File: config.mk
export PLATFORM = sky130hd
export DESIGN_NAME = k_means_apb_master
export DESIGN_NICKNAME = d
export VERILOG_FILES = /design/src/rtl/k_means_apb_master.sv
export SDC_FILE = /design/constraint.sdc
export NUM_CORES = 1
export LEC_CHECK = 0
export ABC_AREA = 1
export BUFFER_PORTS_ARGS = -buffer_cell sky130_fd_sc_hd__buf_2
export CAP_MARGIN = 20
export CORE_ASPECT_RATIO = 0.6
export CORE_UTILIZATION = 56
export CTS_CLUSTER_DIAMETER = 60
export DETAILED_ROUTE_END_ITERATION = 7
export GPL_TIMING_DRIVEN = 0
export PLACE_DENSITY_LB_ADDON = 0.05
export RECOVER_POWER = 100
export SETUP_SLACK_MARGIN = 0.15
export SLEW_MARGIN = 20
export SYNTH_ARGS = -nofsm -noshare
export SYNTH_HDL_FRONTEND = slang
export SYNTH_SLANG_ARGS = --single-unit
File: constraint.sdc
create_clock -name clk -period 7.15 [get_ports clk]
set_input_delay 0.715 -clock clk [delete_from_list [all_inputs] [get_ports clk]]
set_output_delay 0.715 -clock clk [all_outputs]
set_load 0.01 [all_outputs]
File: src/rtl/k_means_apb_master.sv
// APB master for the k-means register file: queues commands in a small FIFO and
// issues them one at a time as APB transfers, with a pready timeout per transfer.
module k_means_apb_master #(
   parameter int addrWidth  = 8,
   parameter int dataWidth  = 91,
   parameter int FIFO_DEPTH = 4,
   parameter int TIMEOUT    = 255
) (
   input  logic                 clk,
   input  logic                 rst_n,
   input  logic                 cmd_valid,
   output logic                 cmd_ready,
   input  logic                 cmd_write,
   input  logic [addrWidth-1:0] cmd_addr,
   input  logic [dataWidth-1:0] cmd_wdata,
   output logic                 rsp_valid,
   input  logic                 rsp_ready,
   output logic [dataWidth-1:0] rsp_rdata,
   output logic                 rsp_err,
   output logic [addrWidth-1:0] paddr,
   output logic                 pwrite,
   output logic                 psel,
   output logic                 penable,
   output logic [dataWidth-1:0] pwdata,
   input  logic [dataWidth-1:0] prdata,
   input  logic                 pready,
   output logic                 busy
);
   localparam int PTR_W = $clog2(FIFO_DEPTH);
   localparam int CNT_W = PTR_W + 1;
   localparam int TO_W  = ($clog2(TIMEOUT + 1) > 8) ? $clog2(TIMEOUT + 1) : 8;

   typedef enum logic [1:0] {IDLE = 2'd0, SETUP = 2'd1, ACCESS = 2'd2, RESP = 2'd3} state_t;

   state_t               state_r, state_s;
   logic [addrWidth-1:0] fifo_addr_r  [FIFO_DEPTH];
   logic                 fifo_write_r [FIFO_DEPTH];
   logic [dataWidth-1:0] fifo_wdata_r [FIFO_DEPTH];
   logic [PTR_W-1:0]     wr_ptr_r, rd_ptr_r;
   logic [CNT_W-1:0]     count_r, count_s;
   logic [TO_W-1:0]      to_cnt_r;
   logic                 push_s, pop_s, load_s, capture_s, expire_s, timeout_s;
   logic [addrWidth-1:0] paddr_r;
   logic                 pwrite_r, psel_r, penable_r;
   logic [dataWidth-1:0] pwdata_r, rsp_rdata_r;
   logic                 rsp_valid_r, rsp_err_r, busy_r, cmd_ready_r;

   // State register
   always_ff @(posedge clk or negedge rst_n) begin
      if (!rst_n) begin
         state_r <= IDLE;
      end else begin
         state_r <= state_s;
      end
   end

   // Next-state logic
   always_comb begin
      state_s = state_r;
      case (state_r)
         IDLE: begin
            if (count_r != CNT_W'(0)) state_s = SETUP;
            else                      state_s = IDLE;
         end
         SETUP: state_s = ACCESS;
         ACCESS: begin
            if (pready)         state_s = pwrite_r ? IDLE : RESP;
            else if (timeout_s) state_s = RESP;
            else                state_s = ACCESS;
         end
         RESP: begin
            if (rsp_ready) state_s = IDLE;
            else           state_s = RESP;
         end
         default: state_s = IDLE;
      endcase
   end

   // Control decode: FIFO push/pop, head load, response capture
   always_comb begin
      push_s    = cmd_valid && cmd_ready_r;
      timeout_s = (to_cnt_r == TO_W'(TIMEOUT - 1));
      load_s    = 1'b0;
      pop_s     = 1'b0;
      capture_s = 1'b0;
      expire_s  = 1'b0;
      case (state_r)
         IDLE: load_s = (count_r != CNT_W'(0));
         ACCESS: begin
            pop_s     = pready || timeout_s;
            capture_s = pready && !pwrite_r;
            expire_s  = !pready && timeout_s;
         end
         default: load_s = 1'b0;
      endcase
      case ({push_s, pop_s})
         2'b10:   count_s = count_r + CNT_W'(1);
         2'b01:   count_s = count_r - CNT_W'(1);
         default: count_s = count_r;
      endcase
   end

   // FIFO storage; contents are don't-care until written
   always_ff @(posedge clk) begin
      if (push_s) begin
         fifo_addr_r[wr_ptr_r]  <= cmd_addr;
         fifo_write_r[wr_ptr_r] <= cmd_write;
         fifo_wdata_r[wr_ptr_r] <= cmd_wdata;
      end
   end

   // FIFO pointers, occupancy and status flags
   always_ff @(posedge clk or negedge rst_n) begin
      if (!rst_n) begin
         wr_ptr_r    <= PTR_W'(0);
         rd_ptr_r    <= PTR_W'(0);
         count_r     <= CNT_W'(0);
         busy_r      <= 1'b0;
         cmd_ready_r <= 1'b1;
      end else begin
         if (push_s) wr_ptr_r <= wr_ptr_r + PTR_W'(1);
         if (pop_s)  rd_ptr_r <= rd_ptr_r + PTR_W'(1);
         count_r     <= count_s;
         busy_r      <= (count_s != CNT_W'(0)) || (state_s != IDLE);
         cmd_ready_r <= (count_s != CNT_W'(FIFO_DEPTH));
      end
   end

   // APB outputs; address/data latched from the head on the way into SETUP
   always_ff @(posedge clk or negedge rst_n) begin
      if (!rst_n) begin
         paddr_r   <= '0;
         pwrite_r  <= 1'b0;
         pwdata_r  <= '0;
         psel_r    <= 1'b0;
         penable_r <= 1'b0;
         to_cnt_r  <= TO_W'(0);
      end else begin
         if (load_s) begin
            paddr_r  <= fifo_addr_r[rd_ptr_r];
            pwrite_r <= fifo_write_r[rd_ptr_r];
            pwdata_r <= fifo_wdata_r[rd_ptr_r];
         end
         psel_r    <= (state_s == SETUP) || (state_s == ACCESS);
         penable_r <= (state_s == ACCESS);
         if (load_s)                 to_cnt_r <= TO_W'(0);
         else if (state_r == ACCESS) to_cnt_r <= to_cnt_r + TO_W'(1);
      end
   end

   // Response register, held stable while RESP waits for rsp_ready
   always_ff @(posedge clk or negedge rst_n) begin
      if (!rst_n) begin
         rsp_valid_r <= 1'b0;
         rsp_rdata_r <= '0;
         rsp_err_r   <= 1'b0;
      end else begin
         rsp_valid_r <= (state_s == RESP);
         if (capture_s) begin
            rsp_rdata_r <= prdata;
            rsp_err_r   <= 1'b0;
         end else if (expire_s) begin
            rsp_rdata_r <= '0;
            rsp_err_r   <= 1'b1;
         end
      end
   end

   assign cmd_ready = cmd_ready_r;
   assign busy      = busy_r;
   assign paddr     = paddr_r;
   assign pwrite    = pwrite_r;
   assign pwdata    = pwdata_r;
   assign psel      = psel_r;
   assign penable   = penable_r;
   assign rsp_valid = rsp_valid_r;
   assign rsp_rdata = rsp_rdata_r;
   assign rsp_err   = rsp_err_r;
endmodule

==> results of run 1 <==
[placed cells by master, fill, tap and decap left out]
master	Yosys	layout
dfrtp_1	213	213
clkinv_8	0	2
o21bai_1	1	1
inv_1	26	26
buf_12	0	2
buf_6	8	8
clkinv_2	0	10
diode_2	0	6
dfstp_2	1	1
clkbuf_1	54	396
buf_2	34	115
clkinv_1	1	4
nand3_1	18	18
a21oi_1	5	5
ha_1	10	10
buf_16	0	8
nor3_1	0	1
inv_2	1	1
nor2_1	414	414
fa_1	1	1
bufinv_16	0	2
nand4_1	3	3
clkbuf_8	0	9
inv_4	0	1
xor2_1	3	3
nand2_1	706	707
buf_1	12	12
clkbuf_16	0	56
o21ai_0	205	205
xnor2_1	2	2
edfxtp_1	400	400
[logic make-up (layout without fill, tap and decap cells)]
kind of cell,after synthesis,count (layout),share of synthesized area
adders and majority gates,11,11,0.006159
and+or+nand+nor,1143,1143,0.1840
xor gates and xnor gates,5,5,0.001859
buffers and inverters,136,652,0.02602
DFF,614,614,0.7371
AOI/OAI and AO/OA,211,211,0.04492
other,0,6,0
[metrics by stage]
stage	instances	area (sq um)	setup slack [ns]	power, mW	util
2_1_floorplan	2120	23560	1.530	7.865	-
3_3_place_gp	3072	26230	-2.163	9.536	0.6407
3_5_place_dp	3094	26810	4.151	9.692	0.6550
4_1_cts	3196	28570	4.428	12.56	0.6979
5_1_grt	3200	27900	2.181	13.06	0.6814
6_report	3202	27900	2.464	12.26	0.6816
[synthesized netlist by cell type, types with 2 or more instances]
master	n
inv_1	26
o21ai_0	205
dfrtp_1	213
nand4_1	3
ha_1	10
nand2_1	706
xnor2_1	2
edfxtp_1	400
nor2_1	414
buf_2	34
nand3_1	18
xor2_1	3
buf_1	12
a21oi_1	5
clkbuf_1	54
buf_6	8
[flip-flops by register name, summed over array words and instances (netlist names), 3 cells and up]
register      flops
rsp_rdata        91
fifo_addr_r      32
to_cnt_r          8
fifo_wdata_r    364
paddr             8
fifo_write_r      4
count_r           3
pwdata           91
[final cells by class]
type	count	area [sq um]	area share
buffer	108	491.7	0.01762
timing repair buffer	414	1894	0.06790
multi-input combinational	1370	5569	0.1996
inverter	28	105.1	0.003767
clock buffer	84	1597	0.05722
sequential	614	17370	0.6225
antenna	6	15.01	0.0005381
tap	560	700.7	0.02511
clock inverter	18	160.2	0.005740
[where the power goes]
group          switching (mW)  internal, mW  total [mW]
combinational            2.92          1.21        4.13
sequential              0.389          4.88        5.27
clock                    1.25          1.61        2.86
[worst register-to-register path: stages (launching register included)]
cell      delay, ns
dfstp_2        0.53
nand2_1        0.19
nor2_1         0.15
clkbuf_1       1.05
clkbuf_1       1.03
clkbuf_1       1.16
buf_16         0.27
[per-layer routing]
layer / GRT usage / up-vias
li1: - / 7936
met1: 0.3992 / 7941
met2: 0.4273 / 547
met3: 0.04814 / 100
met4: 0.07001 / 6
met5: 0 / -
[path summary, 6_finish.rpt]
path | to | cells past startpoint | slack, ns
setup / recovery | fifo_wdata_r[2][11] | 6 | 2.46
hold / removal | rsp_rdata[30] | 3 | 0.32
setup reg to reg | fifo_wdata_r[2][11] | 6 | 2.46
hold reg to reg | rsp_rdata[1] | 2 | 0.47
max in group asynchronous | rsp_rdata[69] | 1 | 3.32
min in group asynchronous | pwdata[76] | 1 | 1.54
==> metrics.csv, run 1 <==
stage,metric,value,unit
layout,fillers,3246,
synthesis,yosysUniqueCellTypes,23,
sta,slew_viol_final,147,
place,place_congestion,0.8136,
synthesis,syn-cell-area,0.02356,sq mm
run_status,failed_checks,"capacitance limit, slew limit",
sta,skew,0.02812,ns
synthesis,syn-instance-count,2120,
setup_path,cp.arrival,4.97,ns
clocking,cts_tree,done,
sta,hold_ws,0.3216,ns
synthesis,synthFlopType,edfxtp_1,
die,dieArea,0.04293,sq mm
grt,grt_pass1_vias,15790,
routing,drtAntennaViolNets,0,
grt,grt_overflow_total,0,
sta,tightest_slew,4.040,ns
synthesis,ys_ff_latch,614,
setup_path,cp-end-kind,register,
synthesis,ys_warn_count,0,
clocking,cts.reportedPaths.clkPinSlew,0.07,ns
routing,wl_met1,25310,um
layout,syn_to_final_growth,18.40,%
die,io_pins,393,
synthesis,synth_edf_count,400,
setup_path,max_stage_delay,1.14,ns
routing,maxUsedRoutingLayer,met5,
clocking,clk_latency,0.59,ns
synthesis,netlist.area_leader.share,0.5097,
setup_path,crit_start,cmd_ready,
clocking,cts-buffers-inserted,54,
setup_path,crit_slowest_cell,clkbuf_1,
sta,fin_crit,4.686,ns
synthesis,synth_area_leaders,"edfxtp_1 (51%), dfrtp_1 (23%), nand2_1 (11%), nor2_1 (6.6%), o21ai_0 (4.4%)",
die,row_count,57,
routing,route.met3.wl,4129,um
layout,drive_above_1_share,0.08156,
synthesis,async_flop_share,0.3485,
synthesis,synth_top_area_cell,edfxtp_1,
sta,rsz0062_at_grt,no,
routing,vias,16530,
clocking,cts-resized-gates,0,
power_and_ir_drop,peakVddDrop,0.0002851,V
die,start_util,0.5756,
setup_path,cpMostUsedCell,clkbuf_1,
clocking,ctsHoldBuffers,0,
grt,antenna_found_initial,9,
setup_path,rr_startpoint,cmd_ready,
routing,via_per_inst,5.162,
routing,drt_first_pass_iters,5,
place,dpl.hpwl,39300,um
routing,routed_wl,57950,um
setup_path,crit_buf_inv,4,
setup_path,path_max_fanout,21,
hold_path,min_from,prdata[30],
setup_path,timing_worst_setup_path_type,reg2reg,
place,port-buffer-count,392,
routing,first_iter_violations,1595,
sta,setup_tns,0,ns
grt,grt_max_degree,80,
synthesis,avgSynthCellArea,11.12,sq um
power_and_ir_drop,powerDensity,439.5,mW/mm^2
sta,slew_headroom,-1.694,
job,maxCapViolations,5,
sta,hold_viol,0,
synthesis,yosysSeqAreaShare,0.7371,
grt,grt_use_total,0.2727,
clocking,cts.sinks,614,
clocking,cts_buffer_depth,3,
sta,max_freq,213.4,MHz
layout,nets,2797,
clocking,post_cts_buffers,0,
hold_path,min_path_type,in2reg,
die,die_y,160.9,um
clocking,root_buffer,clkbuf_16,
die,core_area,0.04094,sq mm
grt,grt_pass1_wl,89130,um
routing,met2_length,27120,um
clocking,cts-htree-levels,2,
setup_path,cp_top_family,buffers and inverters,
power_and_ir_drop,total_leakage_power,11.65,nW
sta,setup_viol,0,
sta,finalCritPeriodShare,0.6554,
setup_path,required,7.43,ns
run_status,status,"finished, violations left",
routing,wl_per_cell,18.10,um
synthesis,syn_nets,2327,
die,die_x,266.8,um
routing,drc,0,
setup_path,cp-start-kind,register,
setup_path,critical_path.cell_chain,nand2_1 > nor2_1 > clkbuf_1 > clkbuf_1 > clkbuf_1 > buf_16,
Note: power is estimated with default switching activity, not from simulation.
==> run 2, diff against run 1 <==
CORE_UTILIZATION = 51   (was 56)
clock period = 4 ns   (was 7.15 ns; I/O delays follow)
==> run 2 against run 1 <==
Against the previous run: the flow still finishes with violations (capacitance limit, slew limit); core utilization is 5.3 points lower; power is 81% higher; sequential power is 78% higher; first-iteration DRC count is 19% lower; critical path depth is 2 lower; setup slack worse by 1.7 ns; non-clock buffer count is 26 higher; largest power group unchanged.
==> metrics.csv, run 2 (synthesis gave the netlist of run 1 again) <==
stage,metric,value,unit,change
setup_path,cp.arrival,3.48,ns,was 4.97 ns
clocking,cts_tree,done,,unchanged
setup_path,path_max_fanout,20,,was 21
sta,slew_headroom,-0.3352,,was -1.694
grt,antenna_found_initial,7,,was 9
routing,vias,16540,,was 16530
die,die_y,168.5,um,was 160.9 um
sta,setup_tns,0,ns,unchanged
setup_path,timing_worst_setup_path_type,reg2reg,,unchanged
die,start_util,0.5214,,was 0.5756
layout,regMostFlops,fifo_wdata_r,,unchanged
hold_path,min_path_type,in2reg,,unchanged
place,dp.cells,3154,,was 3094
place,place_congestion,0.8138,,was 0.8136
layout,finalInstanceArea,0.02840,sq mm,was 0.02790 sq mm
routing,drt_first_pass_iters,5,,unchanged
clocking,clk_latency,0.60,ns,was 0.59 ns
setup_path,worstSetupEndpoint,fifo_wdata_r[0][1],,was fifo_wdata_r[2][11]
layout,drive_above_1_share,0.08712,,was 0.08156
job,maxCapViolations,5,,unchanged
layout,mostFrequentLayoutCell,nand2_1,,unchanged
sta,tightest_slew,2.003,ns,was 4.040 ns
clocking,cts_buffer_depth,3,,unchanged
power_and_ir_drop,powerDensity,780.9,mW/mm^2,was 439.5 mW/mm^2
sta,setup_viol,0,,unchanged
die,core_area,0.04519,sq mm,was 0.04094 sq mm
routing,first_iter_violations,1289,,was 1595
place,dpl.hpwl,40620,um,was 39300 um
sta,skew,0.02463,ns,was 0.02812 ns
routing,drtAntennaViolNets,0,,unchanged
sta,fin_crit,3.264,ns,was 4.686 ns
sta,slew_viol_final,120,,was 147
run_status,failed_checks,"capacitance limit, slew limit",,unchanged
grt,grt_pass1_wl,91740,um,was 89130 um
routing,routed_wl,60280,um,was 57950 um
die,row_count,60,,was 57
setup_path,rr_worst_depth,4,,was 6
layout,syn_to_final_growth,20.54,%,was 18.40%
routing,drc,0,,unchanged
power_and_ir_drop,peakVddDrop,0.0003873,V,was 0.0002851 V
layout,post-route-util,0.6285,,was 0.6816
routing,wl_per_cell,18.33,um,was 18.10 um
clocking,root_buffer,clkbuf_16,,unchanged
die,io_pins,393,,unchanged
sta,finalCritPeriodShare,0.8160,,was 0.6554
layout,multi_input_area,0.005572,sq mm,was 0.005569 sq mm
sta,rsz0062_at_grt,no,,unchanged
grt,grt_use_total,0.2544,,was 0.2727
run_status,status,"finished, violations left",,unchanged
place,place_area,0.02685,sq mm,was 0.02681 sq mm
clocking,cts-buffers-inserted,55,,was 54
power_and_ir_drop,finalPower,22.18,mW,was 12.26 mW
clocking,cts.sinks,614,,unchanged
layout,seq_area,0.01737,sq mm,unchanged
layout,largest_reg_flops,364,,unchanged
die,dieArea,0.04710,sq mm,was 0.04293 sq mm
grt,grt_max_degree,96,,was 80
layout,final_cells,3289,,was 3202
setup_path,required,4.22,ns,was 7.43 ns
routing,via_per_inst,5.030,,was 5.162
layout,final_cell_mix,"nand2_1 (706), nor2_1 (414), edfxtp_1 (400)",,"was nand2_1 (707), nor2_1 (414), edfxtp_1 (400)"
setup_path,cp-end-kind,register,,unchanged
layout,fillers,3871,,was 3246
setup_path,crit_start,cmd_ready,,unchanged
die,die_x,279.5,um,was 266.8 um
setup_path,rr_startpoint,cmd_ready,,unchanged
clocking,cts.reportedPaths.clkPinSlew,0.06,ns,was 0.07 ns
place,port-buffer-count,392,,unchanged
sta,hold_viol,0,,unchanged
layout,nets,2824,,was 2797
setup_path,reg2reg_slack,0.74,ns,was 2.46 ns
grt,grt_overflow_total,0,,unchanged
setup_path,cp-start-kind,register,,unchanged
grt,grt_pass1_vias,15990,,was 15790
clocking,cts-htree-levels,2,,unchanged
sta,max_freq,306.4,MHz,was 213.4 MHz
power_and_ir_drop,total_leakage_power,11.84,nW,was 11.65 nW
setup_path,worst_r2r_endpoint,fifo_wdata_r[0][1],,was fifo_wdata_r[2][11]
==> run 2: cell count changes in the layout (fill, tap and decap cells not counted), moves of 4 or more <==
cell / before / now
clkbuf_8: 9 / 4
clkinv_2: 10 / 14
clkbuf_1: 396 / 381
dlygate4sd3_1: 0 / 26
buf_12: 2 / 11
==> run 2: final cells by class <==
type | instances | area share
flip-flops and latches | 614 | 0.6114
multi-input cells | 1370 | 0.1962
repair buffers | 440 | 0.08065
clock buffers | 78 | 0.05528
well taps | 620 | 0.02731
plain buffers | 108 | 0.01736
clock inverters | 25 | 0.007576
inverters | 28 | 0.003700
diodes | 6 | 0.0005286
==> run 2: where the power goes <==
| group | internal (mW) | switching [mW] |
|---|---|---|
| Sequential | 8.71 | 0.694 |
| Combinational | 2.26 | 5.28 |
| Clock | 2.94 | 2.30 |
==> run 2: worst min-delay path by stage <==
stage,endpoint,startpoint,slack (ns),cells after the start
final,rsp_rdata[23],prdata[23],0.02,3
after global routing,rsp_rdata[52],prdata[52],0.001,3
after CTS,rsp_rdata[28],prdata[28],0.00005,3
after detailed placement,pwdata[73],rst_n,0.35,1
after global placement,rsp_rdata[73],rsp_rdata[73],0.45,2
after floorplan,busy,rst_n,0.10,0
==> run 2: what timing repair did <==
| item | in CTS | in global routing |
|---|---|---|
| endpoints found under the hold margin | 92 | 0 |
| resized for setup | 0 | 0 |
| setup buffers | 0 | 0 |
| hold buffers | 26 | 0 |
==> run 2: per-layer routing <==
metal,share of wire,up-vias,GRT usage
li1,-,7968,-
met3,0.057,89,0.04486
met1,0.45,8038,0.3618
met2,0.48,442,0.4134
met5,0.00068,-,0
met4,0.018,6,0.05868
==> run 2: stage by stage <==
step           hold WS [ns]  worst slack (ns)
2_1_floorplan        0.1044            -1.454
3_3_place_gp         0.4477            -5.253
3_5_place_dp         0.3522             1.436
4_1_cts          0.00005024             1.378
5_1_grt            0.001229            0.5950
6_report            0.01883            0.7359
==> run 2: worst max-delay path, cell delays in order, from the launching register on <==
cell and delay [ns]:
dfstp_2 0.53, nand2_1 0.19, nor2_1 1.37, buf_16 0.24, clkbuf_2 0.54
